--- src/rtl/usb_bulk_in_arb_if.sv ---
// Byte-wide AXI4-Stream link between a bulk-IN source, the arbiter and the protocol core.
// The master drives valid/data/last and the slave drives ready.
interface usb_bulk_in_arb_if;
    logic       tvalid;
    logic       tready;
    logic       tlast;
    logic [7:0] tdata;

    modport master (output tvalid, output tlast, output tdata, input tready);
    modport slave  (input tvalid, input tlast, input tdata, output tready);
endinterface

--- src/rtl/usb_bulk_in_arb.sv ---
// Grants EP1/EP2 bulk-IN source to the core for one packet per IN token; zero-latency mux gated by registered grant.
// Backpressure: m tready reaches only the granted source. USB_BULK_MAXPKT_EN forces tlast at MAX_PACKET bytes.
module usb_bulk_in_arb #(
    parameter logic [3:0]  EP1_ADDR   = 4'd1,
    parameter logic [3:0]  EP2_ADDR   = 4'd2,
    parameter int unsigned MAX_PACKET = 512
) (
    input  logic                     clock,
    input  logic                     areset_n,
    input  logic                     blk_start_i,
    input  logic [3:0]               blk_endpt_i,
    input  logic                     blk_error_i,
    input  logic                     ep1_ready_i,
    input  logic                     ep2_ready_i,
    output logic                     blk_in_ready_o,
    usb_bulk_in_arb_if.slave         s1_axis,
    usb_bulk_in_arb_if.slave         s2_axis,
    usb_bulk_in_arb_if.master        m_axis,
    output logic [1:0]               grant_o,
    output logic                     done_o,
    output logic [3:0]               done_ep_o,
    output logic                     abort_o
);

    typedef enum logic [1:0] {IDLE, XFER, DONE} state_t;

    localparam logic [9:0] MAX_CNT = 10'(MAX_PACKET);

    state_t     state_q, state_d;
    logic [1:0] sel_q, sel_d;
    logic [9:0] cnt_q, cnt_d;
    logic [3:0] done_ep_q, done_ep_d;
    logic       abort_q, abort_d;

    logic       hit_ep1, hit_ep2;
    logic [1:0] gnt;
    logic       src_last;
    logic       hs;
    logic       pkt_end;
    logic [3:0] sel_ep;

    assign hit_ep1        = (blk_endpt_i == EP1_ADDR);
    assign hit_ep2        = (blk_endpt_i == EP2_ADDR);
    assign blk_in_ready_o = (hit_ep1 & ep1_ready_i) | (hit_ep2 & ep2_ready_i);
    assign sel_ep         = sel_q[0] ? EP1_ADDR : EP2_ADDR;

    always_ff @(posedge clock or negedge areset_n) begin
        if (!areset_n) begin
            state_q   <= IDLE;
            sel_q     <= 2'b00;
            cnt_q     <= 10'd0;
            done_ep_q <= 4'd0;
            abort_q   <= 1'b0;
        end else begin
            state_q   <= state_d;
            sel_q     <= sel_d;
            cnt_q     <= cnt_d;
            done_ep_q <= done_ep_d;
            abort_q   <= abort_d;
        end
    end

    always_comb begin
        state_d   = state_q;
        sel_d     = sel_q;
        cnt_d     = cnt_q;
        done_ep_d = done_ep_q;
        abort_d   = 1'b0;
        case (state_q)
            IDLE: begin
                // Source 1 is checked first so it wins when both addresses coincide.
                if (blk_start_i && hit_ep1) begin
                    state_d = XFER;
                    sel_d   = 2'b01;
                    cnt_d   = 10'd0;
                end else if (blk_start_i && hit_ep2) begin
                    state_d = XFER;
                    sel_d   = 2'b10;
                    cnt_d   = 10'd0;
                end
            end
            XFER: begin
                if (hs && (cnt_q != MAX_CNT)) begin
                    cnt_d = cnt_q + 10'd1;
                end
                // An error in the same cycle as the final byte still aborts the packet.
                if (blk_error_i) begin
                    state_d   = IDLE;
                    abort_d   = 1'b1;
                    done_ep_d = sel_ep;
                end else if (pkt_end) begin
                    state_d   = DONE;
                    done_ep_d = sel_ep;
                end
            end
            DONE:    state_d = IDLE;
            default: state_d = IDLE;
        endcase
    end

    always_comb begin
        gnt            = 2'b00;
        done_o         = 1'b0;
        m_axis.tvalid  = 1'b0;
        m_axis.tdata   = 8'h00;
        src_last       = 1'b0;
        s1_axis.tready = 1'b0;
        s2_axis.tready = 1'b0;
        if (state_q == XFER) begin
            gnt = sel_q;
        end
        if (state_q == DONE) begin
            done_o = 1'b1;
        end
        if (gnt[0]) begin
            m_axis.tvalid  = s1_axis.tvalid;
            m_axis.tdata   = s1_axis.tdata;
            src_last       = s1_axis.tlast;
            s1_axis.tready = m_axis.tready;
        end else if (gnt[1]) begin
            m_axis.tvalid  = s2_axis.tvalid;
            m_axis.tdata   = s2_axis.tdata;
            src_last       = s2_axis.tlast;
            s2_axis.tready = m_axis.tready;
        end
    end

`ifdef USB_BULK_MAXPKT_EN
    // The byte that brings the count to MAX_PACKET closes the packet; the source never sees this tlast.
    assign m_axis.tlast = src_last | ((gnt != 2'b00) && (cnt_q == (MAX_CNT - 10'd1)));
`else
    assign m_axis.tlast = src_last;
`endif

    assign hs        = m_axis.tvalid & m_axis.tready;
    assign pkt_end   = hs & m_axis.tlast;
    assign grant_o   = gnt;
    assign done_ep_o = done_ep_q;
    assign abort_o   = abort_q;

endmodule

--- src/flat_wrapper.sv ---
// flat-port wrapper written by rule: the top's interface ports become plain ports
module usb_bulk_in_arb_flat 
#(
    parameter logic [3:0]  EP1_ADDR   = 4'd1,
    parameter logic [3:0]  EP2_ADDR   = 4'd2,
    parameter int unsigned MAX_PACKET = 512
)
  (clock, areset_n, blk_start_i, blk_endpt_i, blk_error_i, ep1_ready_i, ep2_ready_i, blk_in_ready_o, grant_o, done_o, done_ep_o, abort_o, s1_axis_tvalid, s1_axis_tlast, s1_axis_tdata, s1_axis_tready, s2_axis_tvalid, s2_axis_tlast, s2_axis_tdata, s2_axis_tready, m_axis_tvalid, m_axis_tlast, m_axis_tdata, m_axis_tready);
  usb_bulk_in_arb_if s1_axis_i ();
  usb_bulk_in_arb_if s2_axis_i ();
  usb_bulk_in_arb_if m_axis_i ();
  input  logic clock;
  input  logic areset_n;
  input  logic blk_start_i;
  input  logic [3:0] blk_endpt_i;
  input  logic blk_error_i;
  input  logic ep1_ready_i;
  input  logic ep2_ready_i;
  output logic blk_in_ready_o;
  output logic [1:0] grant_o;
  output logic done_o;
  output logic [3:0] done_ep_o;
  output logic abort_o;
  input wire logic [$bits(s1_axis_i.tvalid)-1:0] s1_axis_tvalid;
  input wire logic [$bits(s1_axis_i.tlast)-1:0] s1_axis_tlast;
  input wire logic [$bits(s1_axis_i.tdata)-1:0] s1_axis_tdata;
  output wire logic [$bits(s1_axis_i.tready)-1:0] s1_axis_tready;
  input wire logic [$bits(s2_axis_i.tvalid)-1:0] s2_axis_tvalid;
  input wire logic [$bits(s2_axis_i.tlast)-1:0] s2_axis_tlast;
  input wire logic [$bits(s2_axis_i.tdata)-1:0] s2_axis_tdata;
  output wire logic [$bits(s2_axis_i.tready)-1:0] s2_axis_tready;
  output wire logic [$bits(m_axis_i.tvalid)-1:0] m_axis_tvalid;
  output wire logic [$bits(m_axis_i.tlast)-1:0] m_axis_tlast;
  output wire logic [$bits(m_axis_i.tdata)-1:0] m_axis_tdata;
  input wire logic [$bits(m_axis_i.tready)-1:0] m_axis_tready;
  assign s1_axis_i.tvalid = s1_axis_tvalid;
  assign s1_axis_i.tlast = s1_axis_tlast;
  assign s1_axis_i.tdata = s1_axis_tdata;
  assign s1_axis_tready = s1_axis_i.tready;
  assign s2_axis_i.tvalid = s2_axis_tvalid;
  assign s2_axis_i.tlast = s2_axis_tlast;
  assign s2_axis_i.tdata = s2_axis_tdata;
  assign s2_axis_tready = s2_axis_i.tready;
  assign m_axis_tvalid = m_axis_i.tvalid;
  assign m_axis_tlast = m_axis_i.tlast;
  assign m_axis_tdata = m_axis_i.tdata;
  assign m_axis_i.tready = m_axis_tready;
  usb_bulk_in_arb #(.EP1_ADDR(EP1_ADDR), .EP2_ADDR(EP2_ADDR), .MAX_PACKET(MAX_PACKET)) u_core (.clock(clock), .areset_n(areset_n), .blk_start_i(blk_start_i), .blk_endpt_i(blk_endpt_i), .blk_error_i(blk_error_i), .ep1_ready_i(ep1_ready_i), .ep2_ready_i(ep2_ready_i), .blk_in_ready_o(blk_in_ready_o), .s1_axis(s1_axis_i), .s2_axis(s2_axis_i), .m_axis(m_axis_i), .grant_o(grant_o), .done_o(done_o), .done_ep_o(done_ep_o), .abort_o(abort_o));
endmodule
--- config.mk ---
export PLATFORM = sky130hd
export DESIGN_NAME = usb_bulk_in_arb_flat
export DESIGN_NICKNAME = d
export VERILOG_FILES = /design/src/rtl/usb_bulk_in_arb_if.sv /design/src/rtl/usb_bulk_in_arb.sv /design/src/flat_wrapper.sv
export SDC_FILE = /design/constraint.sdc
export NUM_CORES = 1
export LEC_CHECK = 0
export ABC_AREA = 1
export BUFFER_PORTS_ARGS = -buffer_cell sky130_fd_sc_hd__buf_4
export CORE_MARGIN = 5
export CORE_UTILIZATION = 30
export DETAILED_ROUTE_END_ITERATION = 10
export PLACE_DENSITY = 0.77
export SETUP_SLACK_MARGIN = 0.02
export SYNTH_ARGS = -nofsm -noshare
export SYNTH_HDL_FRONTEND = slang
export SYNTH_SLANG_ARGS = --single-unit
--- constraint.sdc ---
create_clock -name clock -period 1.1 [get_ports clock]
set_input_delay 0.22 -clock clock [delete_from_list [all_inputs] [get_ports clock]]
set_output_delay 0.22 -clock clock [all_outputs]
set_load 0.05 [all_outputs]
==> summary.md <==
| Metric | Value |
|---|---|
| Worst R2R Path Depth | `8` |
| HPWL Detailed | `1.725 mm` |
| Cells after Synth | `87` |
| Cell Rows | `15` |
| IO Port Bufs | `49` |
| Height of the die | `52.60 microns` |
| Routed vias/inst | `4.707` |
| Flops & latches, synth | `7` |
| Avg WL per Cell | `15.25 microns` |
| R2R Path Start | `u_core.state_q[1]$_DFFE_PN0P_` |
| RR Endpoint | `u_core.done_ep_o[0]$_DFFE_PN0P_` |
| Clock Latency Late Sink | `0.27 ns` |
| Routability congestion estimate | `0.7732` |
| Post-route insts no fill | `181` |
| Initial antenna violation count | `0` |
| Failing checks | `negative setup slack` |
| Final worst slack | `-0.5443 ns` |
| Fmax | `608.2 MHz` |
| CTS tree | `yes` |
| Crit path capture type | `output pin` |
| Dpl cell area | `1186 sq um` |
| Worst setup SP type | `flop` |
| Synth warn | `0` |
| Placed cell count | `171` |
| Die Wd | `52.60 microns` |
| Yosys cell types | `19` |
| Layout cells sized above 1 | `69.23%` |
| Die area | `2766 sq um` |
| DRC violations left | `0` |
| First-pass GRT wire length | `3.588 mm` |
| Critical path capture point | `s2_axis_tready` |
| Worst-path maximum fanout | `4` |
| Fill cell count | `112` |
| Finished Cell Area | `1461 sq um` |
| CTS Sinks | `7` |
| Overflow after GRT | `0` |
| Setup Viol. Count Final | `19` |
| Final Max Tran Viols | `0` |
| Status | `complete, but fails checks` |
| RSZ-0062 raised after global routing | `yes` |
| Leak | `0.7090 nW` |
| Arr. time, crit path | `1.42 ns` |
| Syn Area/Cell | `6.256 sq um` |
| Root Driver | `clkbuf_4` |
| Final #Nets | `188` |
| Worst Setup Path Type | `flop to output pin` |
| Commonest non-fill, non-tap cell in the layout | `buf_4` |
| Critical path's largest stage delay | `0.39 ns` |
| Maximum capacitance violations | `0` |
| Period Utilization, post-route | `149.5%` |
| H-tree levels | `1` |
| Total power draw | `1.413 mW` |
| Most frequent cells in the layout | `buf_4, nand2_1, buf_6, o21ai_4, nand2_2` |
| Hold WC Path Type | `input port to flop` |
| I/O pin cnt | `52` |
| Global-route usage over all layers | `18.20%` |
| Final Hold Fails | `0` |
| FF-to-FF setup slack | `-0.36 ns` |
| Number of global-route vias before repair | `825` |
| Starting Density | `31.52%` |
| Register area share after synthesis | `32.18%` |
| Routed Antenna Nets | `0` |
| DR vias | `852` |
| Final clock skew | `0.001458 ns` |
| Clock buffer depth | `2` |
| Inserted Clock Buffers | `3` |
| P&R area growth vs syn | `168.5%` |
| Worst EP required | `0.88 ns` |
| Final TNS setup | `-8.409 ns` |
| Initial DRC count | `12` |
| Mapped Area | `544.3 sq um` |
| Diodes inserted | `0` |
| Final min period | `1.644 ns` |
| Critical-path cell list | `inv_2, nand3_4, buf_6, nor3_4, buf_6` |
| Slowest CP cell | `dfrtp_1` |
| Crit-path most repeated cell | `buf_6` |
| Pwr/cell area | `966.9 nW/um^2` |
| CORE AREA | `1727 sq um` |
| VDD IR max | `0.9743 mV` |
| Launch point of the worst path | `u_core.state_q[1]$_DFFE_PN0P_` |
| DRT Wirelength | `2.760 mm` |
| Clock transition at path regs | `0.06 ns` |
| Largest net degree at the start of global routing | `10` |
| DR pass1 iterations | `4` |
-- synthesized netlist by cell type --
cell      number  area share, %
nand4_1        2            2.3
nor3_1         3            2.8
buf_2          1           0.92
dfrtp_1        7             32
nand2_2        1            1.2
nor2_2         1            1.2
a22o_1         1            1.6
o21ai_0        8            7.4
inv_1          9            6.2
clkbuf_1       1           0.69
buf_4          2            2.8
nand3_2        2            3.7
conb_1         1           0.69
nor2_1         5            3.4
inv_2          1           0.69
o21ai_2        2            3.2
a21boi_1       1            1.4
nand2_1       35             24
nand3_1        4            3.7
-- critical path: cells and delay by family, from the launching register on --
kind          cells  cell delay, ns
flops             1            0.39
simple gates      2            0.30
buf+inv           3            0.46
-- stage by stage --
step / setup WS, ns / utilization, % / hold WS, ns
global route: -0.5973 / 84.64 / 0.2179
finish: -0.5443 / 84.64 / 0.2047
floorplan: -0.4235 / - / -0.07559
global placement: -0.2625 / 68.70 / 0.03512
detailed placement: -0.3303 / 68.70 / 0.03635
CTS: -0.4950 / 79.64 / 0.2048
-- power breakdown --
group	switching (mW)	internal [mW]
Clock	0.114	0.140
Combinational	0.483	0.325
Sequential	0.0467	0.305
Total	0.643	0.770
-- final cells by class --
type	instances	area [sq um]	share of cell area, %
clock buffers	4	26.28	1.798
inverters	10	50.05	3.425
multi-input cells	68	541.8	37.07
flip-flops and latches	7	176.4	12.07
well taps	25	31.28	2.140
repair buffers	67	635.6	43.49
-- state kept, by name, summed over array words and instances (netlist names) --
signal	cells
u_core.sel_q	2
u_core.abort_o	1
u_core.done_ep_o	2
u_core.state_q	2
-- worst min-delay path by stage --
stage	start	endpoint	cells after the start
2_1_floorplan	areset_n	u_core.abort_o$_DFF_PN0_	0
3_3_place_gp	areset_n	u_core.abort_o$_DFF_PN0_	1
3_5_place_dp	areset_n	u_core.sel_q[1]$_DFFE_PN0P_	1
4_1_cts	blk_start_i	u_core.sel_q[0]$_DFFE_PN0P_	3
5_1_grt	blk_start_i	u_core.sel_q[0]$_DFFE_PN0P_	3
6_report	blk_start_i	u_core.sel_q[0]$_DFFE_PN0P_	3
-- logic make-up after synthesis --
group | share of synthesized area [%]
buffers and inverters | 11.26
AOI/OAI and AO/OA | 13.56
other | 0.6890
DFF | 32.18
and+or+nand+nor | 42.30
-- metal layers --
layer | share of wire, % | wire, microns | global-route usage [%] | up-vias
met3 | 7.0 | 194 | 4.274 | 3
met5 | 0 | 0 | 0 | -
met4 | 1.1 | 31 | 7.660 | 0
li1 | - | - | - | 410
met1 | 35 | 958 | 16.17 | 401
met2 | 57 | 1575 | 37.40 | 38
-- timing repair --
item	CTS	global route
endpoints found under the setup margin	22	25
hold buffers	1	0
pin swaps	14	9
cloned	1	0
resized for setup	38	21
setup buffers	2	2
hold endpoints to repair	7	0
Power figures use the tool's default switching activity.
